===== config.mk =====
export PLATFORM = sky130hd
export DESIGN_NAME = pulse_event_queue
export DESIGN_NICKNAME = d
export VERILOG_FILES = /design/src/rtl/pulse_event_queue_pkg.sv /design/src/rtl/pulse_event_queue_sat_counter.sv /design/src/rtl/pulse_event_queue.sv
export SDC_FILE = /design/constraint.sdc
export NUM_CORES = 1
export LEC_CHECK = 0
export CORE_UTILIZATION = 43
export DETAILED_ROUTE_END_ITERATION = 10
export PLACE_DENSITY = 0.85
export SYNTH_ARGS = -nofsm -noshare
export SYNTH_HDL_FRONTEND = slang
export SYNTH_SLANG_ARGS = --single-unit

===== constraint.sdc =====
create_clock -name clk1 -period 1.55 [get_ports clk1]
set_input_delay 0.155 -clock clk1 [delete_from_list [all_inputs] [get_ports clk1]]
set_output_delay 0.155 -clock clk1 [all_outputs]
set_load 0.05 [all_outputs]

===== src/rtl/pulse_event_queue_pkg.sv =====
// Shared definitions for the pulse event queue.
//   peq_state_t : issue FSM state encoding (2 bits)
//   MIN_GAP     : minimum number of cycles from one sin pulse to the next
package pulse_event_queue_pkg;

    typedef enum logic [1:0] {
        ST_IDLE  = 2'b00,
        ST_ISSUE = 2'b01,
        ST_ARM   = 2'b10,
        ST_WAIT  = 2'b11
    } peq_state_t;

    localparam int MIN_GAP = 4;

endpackage


===== src/rtl/pulse_event_queue_sat_counter.sv =====
// Saturating up/down counter with synchronous clear.
//   clk1, rstn1 : clock, asynchronous active-low reset
//   inc, dec    : count up / down; both together leave the count unchanged
//   clr         : synchronous clear; an inc in the same cycle counts from zero
//   cnt         : current count
//   ovf         : strobe, an inc was refused because the count is at all-ones
module peq_sat_counter #(
    parameter int W = 4
) (
    input  logic         clk1,
    input  logic         rstn1,
    input  logic         inc,
    input  logic         dec,
    input  logic         clr,
    output logic [W-1:0] cnt,
    output logic         ovf
);

    localparam logic [W-1:0] MAX  = {W{1'b1}};
    localparam logic [W-1:0] ZERO = {W{1'b0}};
    localparam logic [W-1:0] ONE  = {{(W-1){1'b0}}, 1'b1};

    logic [W-1:0] base;
    logic [W-1:0] cnt_nxt;

    // Clear is applied first so that a coincident increment lands on zero.
    assign base = clr ? ZERO : cnt;
    assign ovf  = inc && !dec && (base == MAX);

    always_comb begin
        cnt_nxt = base;
        if (inc && !dec) begin
            if (base != MAX) begin
                cnt_nxt = base + ONE;
            end
        end else if (dec && !inc) begin
            if (base != ZERO) begin
                cnt_nxt = base - ONE;
            end
        end
    end

    always_ff @(posedge clk1 or negedge rstn1) begin
        if (!rstn1) begin
            cnt <= ZERO;
        end else begin
            cnt <= cnt_nxt;
        end
    end

endmodule


===== src/rtl/pulse_event_queue.sv =====
// Source-side event queue feeding a handshake pulse synchronizer. Events on
// ev_in are counted into a saturating pending counter and replayed one at a
// time as single-cycle sin pulses whenever the synchronizer is not busy.
//   clk1, rstn1 : source clock, asynchronous active-low reset
//   ev_in       : event strobe, one event per high cycle
//   busy        : synchronizer handshake in flight
//   clr         : clear overflow flag and drop counter
//   sin         : registered request pulse to the synchronizer
//   pending     : events accepted but not yet issued
//   overflow    : sticky, an event was dropped since reset or last clr
//   drop_cnt    : saturating count of dropped events
//   idle        : FSM in IDLE with nothing pending
//
// state | meaning
// IDLE  | waiting for pending!=0 with busy low
// ISSUE | sin high, pending decrements
// ARM   | blind cycle while busy rises in response to sin
// WAIT  | hold until busy falls
module pulse_event_queue
    import pulse_event_queue_pkg::*;
#(
    parameter int CNT_W  = 4,
    parameter int DROP_W = 8
) (
    input  logic              clk1,
    input  logic              rstn1,
    input  logic              ev_in,
    input  logic              busy,
    input  logic              clr,
    output logic              sin,
    output logic [CNT_W-1:0]  pending,
    output logic              overflow,
    output logic [DROP_W-1:0] drop_cnt,
    output logic              idle
);

    peq_state_t state;
    peq_state_t state_nxt;
    logic       issue;
    logic       pend_ovf;
    logic       drop_sat;

    assign issue = (state == ST_ISSUE);

    peq_sat_counter #(.W(CNT_W)) u_pending (
        .clk1  (clk1),
        .rstn1 (rstn1),
        .inc   (ev_in),
        .dec   (issue),
        .clr   (1'b0),
        .cnt   (pending),
        .ovf   (pend_ovf)
    );

    // A refused increment on the pending counter is exactly a dropped event.
    peq_sat_counter #(.W(DROP_W)) u_drops (
        .clk1  (clk1),
        .rstn1 (rstn1),
        .inc   (pend_ovf),
        .dec   (1'b0),
        .clr   (clr),
        .cnt   (drop_cnt),
        .ovf   (drop_sat)
    );

    always_comb begin
        state_nxt = state;
        case (state)
            ST_IDLE:  if ((pending != '0) && !busy) state_nxt = ST_ISSUE;
            ST_ISSUE: state_nxt = ST_ARM;
            ST_ARM:   state_nxt = ST_WAIT;
            ST_WAIT:  if (!busy) state_nxt = ST_IDLE;
            default:  state_nxt = ST_IDLE;
        endcase
    end

    // sin is registered from the next-state decode so it is high exactly
    // while the FSM sits in ISSUE, with no combinational path to the output.
    always_ff @(posedge clk1 or negedge rstn1) begin
        if (!rstn1) begin
            state <= ST_IDLE;
            sin   <= 1'b0;
        end else begin
            state <= state_nxt;
            sin   <= (state_nxt == ST_ISSUE);
        end
    end

    // A drop coinciding with clr leaves the flag set.
    always_ff @(posedge clk1 or negedge rstn1) begin
        if (!rstn1) begin
            overflow <= 1'b0;
        end else if (pend_ovf) begin
            overflow <= 1'b1;
        end else if (clr) begin
            overflow <= 1'b0;
        end
    end

    assign idle = (state == ST_IDLE) && (pending == '0);

    a_sin_single: assert property (@(posedge clk1) disable iff (!rstn1)
        sin |=> !sin);

    // The drop counter can only reach all-ones after drops that also set
    // the sticky flag, and clr resets both together.
    a_drop_sat_flag: assert property (@(posedge clk1) disable iff (!rstn1)
        drop_sat |-> overflow);

endmodule


; Yosys cells after proc, flatten, opt, wreduce, memory -nomap -nowiden
; Index checks and enable logic that the tools add are counted.
[classes]
reduce_logical = 15
addsub = 3
mux = 12
eq_ne = 8
[ops]
columns = operator, count
row1 = 8-bit 2-to-1 mux, 3
row2 = 4-bit 2-to-1 mux, 4
row3 = 8-bit by 1-bit adder with 8-bit output (second input constant), 1
row4 = 8-bit != test (second input constant), 1
row5 = 2-bit one-hot mux with 4 select lines, 1
row6 = 2-bit nonzero test, 3
row7 = 1-bit logical AND, 5
row8 = 4-bit by 1-bit adder with 4-bit output (second input constant), 1
row9 = 2-bit by 1-bit == test with 1-bit output (second input constant), 2
row10 = 2-bit == test (second input constant), 2
row11 = 4-bit == test (second input constant), 1
row12 = 4-bit logical NOT, 1
row13 = 2-bit 2-to-1 mux, 2
row14 = 4-bit != test (second input constant), 1
row15 = 4-bit nonzero test, 1
row16 = 4-bit by 1-bit subtractor with 4-bit output (second input constant), 1
row17 = 1-bit logical NOT, 3
row18 = 3-bit AND reduction, 1
row19 = 2-bit logical NOT, 1
row20 = 1-bit 2-to-1 mux, 2
row21 = 2-bit != test (second input constant), 1
[totals]
wordCells = 43
regBits = 16
input_bits = 5
out_inout_bits = 15

; Depth between registers and ports, before layout
[depth]
depth_word = 5
mapped_depth = 8

; By module
; A second synthesis with hierarchy kept.
[hier_totals]
cells_unflattened = 162
area_unflattened_um2 = 1376.3
[modules_own_cells]
columns = mod, instances, area_per_inst_um2, cells_each
row1 = peq_sat_counter at u_drops, 1, 790.8, 98
row2 = peq_sat_counter at u_pending, 1, 399.1, 47
row3 = pulse_event_queue, 1, 186.4, 17

; Least setup slack after synthesis
; No wires, ideal clock.
[synth_timing]
path_type = flip-flop to flip-flop
start = register u_pending.cnt[1]
end = register u_pending.cnt[1]
slack_ns = -0.225
stages_incl_launch_ff = 6
arrival_time_ns = 1.650
cell_sequence = dfrtp_1 buf_6 nor4_2 or3_1 nand2_2 mux2_4
[synth_via]
elab_chain_cells = 4
[synth_rtl]
columns = item, line_no
row1 = "start, declared", pulse_event_queue_sat_counter.sv:15  ; output logic [W-1:0] cnt,
row2 = "start signal, assigned", pulse_event_queue_sat_counter.sv:47  ; cnt <= cnt_nxt;
row3 = 4-bit by 1-bit subtractor with 4-bit output, pulse_event_queue_sat_counter.sv:38  ; cnt_nxt = base - ONE;
row4 = 4-bit 2-to-1 mux, pulse_event_queue_sat_counter.sv:37  ; if (base != ZERO) begin
row5 = 4-bit 2-to-1 mux, pulse_event_queue_sat_counter.sv:36  ; end else if (dec && !inc) begin
row6 = 4-bit 2-to-1 mux, pulse_event_queue_sat_counter.sv:32  ; if (inc && !dec) begin
; Parallel ways exist; a longest one is shown, timed or not. The select of a mux whose other input is x is not followed.
; A chain may end at the register's enable or synchronous reset.

; Final worst setup path
[layout_timing]
start = register u_pending.cnt[3]
end = register u_drops.cnt[1]
[layout_via]
elab_chain_cells = 3
[layout_rtl]
columns = item, line_no
row1 = 4-bit == test, pulse_event_queue_sat_counter.sv:28  ; assign ovf = inc && !dec && (base == MAX);
row2 = 1-bit logical AND, pulse_event_queue_sat_counter.sv:28
row3 = 8-bit 2-to-1 mux, pulse_event_queue_sat_counter.sv:32
row4 = net u_drops.cnt_nxt[1], pulse_event_queue_sat_counter.sv:24  ; logic [W-1:0] cnt_nxt;
row5 = "end signal, assigned", pulse_event_queue_sat_counter.sv:47
row6 = "end, declared", pulse_event_queue_sat_counter.sv:15
; The timed path passes the listed nets, and every way through them passes these cells.

==> summary.md <==
| Metric | Value |
|---|---|
| Grt peak-use layer | met2 |
| 1st-iter DRT viols | 10 |
| CP max FO | 3 |
| Ys Warns | 0 |
| Post-synthesis cell count | 82 |
| Max-cap viol count | 0 |
| Async S/R FF share, synth | 1.00 |
| Syn_nets | 89 |
| Via count of the first global-routing pass | 689 |
| Tightest Hold Check Type | in -> async |
| Largest area contributor in the netlist | dfrtp_1 |
| Pin count of the biggest net entering global routing | 17 |
| Yosys top cell area share | 0.466 |
| IO Count | 20 |
| Kind of end point of the critical path | register |
| Global Route met1 Usage | 0.254 |
| Ranking of synthesized cells by area | dfrtp_1 47%, a21oi_1 3.5%, mux2_4 3.5% |
| P&R area growth vs syn | 56.6% |
| Initial antenna violation count | 0 |
| Period utilization | 1.07 |
| Synthesized flop and latch total | 16 |
| Worst-Margin Slew | 265 ps |
| Die height | 46.7 µm |
| Dpl hpwl | 1290 µm |
| Minimum hold slack | 178 ps |
| RSZ-0062 raised after global routing | yes |
| Relative slew slack | 0.823 |
| Final Net Count | 139 |
| GRT Total Usage | 0.201 |
| Endpoints failing setup | 10 |
| CP arrival | 1840 ps |
| Slowest cell on the critical path | dfrtp_2 |
| Number of vias per cell | 5.52 |
| Fin worst setup slack | -109 ps |
| DRC violations left | 0 |
| Slew Limit Fails | 0 |
| CP cell instances | buf_6, nand4_1, nor3_2, o211a_1, mux2_4 |
| IO Port Bufs | 19 |
| CTS sink cnt | 16 |
| Post-Syn Area per Cell | 10.5 µm² |
| Fin crit period | 1660 ps |
| Outcome | finished, violations left |
| Fin Clk Skew | 12.8 ps |
| Drt total wl | 2250 µm |
| Kind of critical path | reg -> reg |
| Count of cell types in the netlist | 36 |
| M3 GR Usage | 0.0353 |
| CTS tree | yes |
| Critical path startpoint category | register |
| Fin area | 1340 µm² |
| Max Fclk | 0.603 GHz |
| Clock slew at reported path FFs | 100 ps |
| Antenna diodes | 0 |
| Required @ worst endpoint | 1730 ps |
| Cell Area, Synth | 858 µm² |
| Met2 GRT Util | 0.350 |
| Drt wl/cell | 14.4 µm |
| Placed instance area | 1160 µm² |
| Clock Path Buffers | 2 |
| LEAKAGE | 0.653 nW |
| Vias | 861 |
| Max incr delay on CP | 420 ps |
| Initial Util | 0.476 |
| Fillers | 141 |
| Drt pass-1 iters | 4 |
| Main synth FF type | dfrtp_1 |
| GRT overflow | 0 |
| Clk root buf | clkbuf_4 |
| TritonCTS Buffers | 3 |
| Worst VDD drop | 1.41 mV |
| Std cell rows | 15 |
| Clk_lat worst skew | 290 ps |
| Sequential area share after synthesis | 0.466 |
| Core Region | 1800 µm² |
| First-pass GRT wire length | 3060 µm |
| RD Place Congestion | 0.794 |
| Failing checks | setup timing |
| Power Dens Cells | 1700 nW/µm² |
| Final Hold Vio Count | 0 |
| CTS H-tree lvls | 1 |
| ANT nets after route | 0 |
| Share of cells above drive strength 1 | 0.519 |
| Post-synth EDFFs | 0 |
| Die ar. | 2180 µm² |
| Chip Width | 46.7 µm |
## registers in the layout, indices dropped and copies added, names as in the netlist
signal         count
state              2
u_pending.cnt      4
overflow           1
u_drops.cnt        8
sin                1
## worst max-delay path, delay by kind of cell (launching register included)
family / cells / cell delay (ps)
muxes: 1 / 310
DFF: 1 / 420
AOI/OAI and AO/OA: 1 / 250
buffers and inverters: 1 / 120
and+or+nand+nor: 2 / 450
## power breakdown
group	switching (mW)	internal, mW
Sequential	0.124	0.527
Combinational	0.709	0.693
Clock	0.132	0.0999
Total	0.965	1.32
## cell usage after synthesis (2+ instances only)
cell type and number:
dfrtp_1 16, nor2_1 8, a21oi_1 6, a31oi_1 4, inv_1 3, nand4_1 3, nor2b_1 3, xor2_1 3
a211oi_1 2, a311oi_1 2, and3_1 2, buf_2 2, ha_1 2, mux2_4 2, nand2_1 2, o21a_1 2
## cells in the final DEF, fill, tap and decap left out, types with 3 or more instances in the layout
cell type / netlist / final
buf_4: 0 / 40
dfrtp_1: 16 / 10
nor2_1: 8 / 8
a21oi_1: 6 / 6
dfrtp_2: 0 / 6
a31oi_1: 4 / 4
clkdlybuf4s50_1: 0 / 4
inv_1: 3 / 3
nor2b_1: 3 / 3
nand4_1: 3 / 3
mux2_4: 2 / 3
clkbuf_4: 0 / 3
## metal layers
metal,up-vias,wire (µm)
met1,406,1000
met5,-,0
met4,0,27
met2,44,1120
met3,9,92
li1,402,-
## metrics by stage
step / power, mW / cells / utilization / setup TNS (ps) / setup WS (ps)
3_5_place_dp: 1.76 / 136 / 0.642 / -1020 / -218
4_1_cts: 2.11 / 146 / 0.687 / -197 / -86.8
5_1_grt: 2.41 / 156 / 0.746 / -1310 / -184
3_3_place_gp: 1.72 / 136 / 0.642 / -752 / -162
2_1_floorplan: 1.41 / 82 / - / -223 / -97.8
6_report: 2.29 / 156 / 0.746 / -490 / -109
## cell type report
type	instances	area (µm²)	area share
well taps	25	31.3	0.0233
repair buffers	48	388	0.289
inverters	3	11.3	0.00838
clock buffers	4	26.3	0.0196
multi-input cells	60	479	0.357
flip-flops and latches	16	408	0.304
## logic make-up (layout without fill, tap and decap cells)
family,after synthesis,in the layout,share of synthesized area
AO/OA/AOI/OAI,21,21,0.172
XOR/XNOR,4,4,0.0408
adder cells (fa/ha/maj),2,2,0.0291
buffers and inverters,6,55,0.0379
flip-flops,16,16,0.466
multiplexers,3,3,0.0481
AND/OR/NAND/NOR,30,30,0.206
## path summary, 6_finish.rpt
kind	start	to	slack, ps	depth (start not counted)
min in group clk1	busy	sin$_DFF_PN0_	490	2
max in group asynchronous	rstn1	u_drops.cnt[6]$_DFF_PN0_	1160	2
min reg2reg	overflow$_DFFE_PN0P_	overflow$_DFFE_PN0P_	490	1
max reg2reg	u_pending.cnt[3]$_DFFE_PN0P_	u_drops.cnt[1]$_DFF_PN0_	-110	5
max	u_pending.cnt[3]$_DFFE_PN0P_	u_drops.cnt[1]$_DFF_PN0_	-110	5
min	rstn1	u_drops.cnt[4]$_DFF_PN0_	180	2
## repair_timing
| item | in CTS | in global routing |
|---|---|---|
| gates cloned | 0 | 1 |
| setup buffers | 6 | 9 |
| pin swaps | 5 | 6 |
| hold buffers | 0 | 0 |
| resized for setup | 3 | 8 |
| endpoints found under the setup margin | 4 | 10 |
Power figures use the tool's default switching activity.
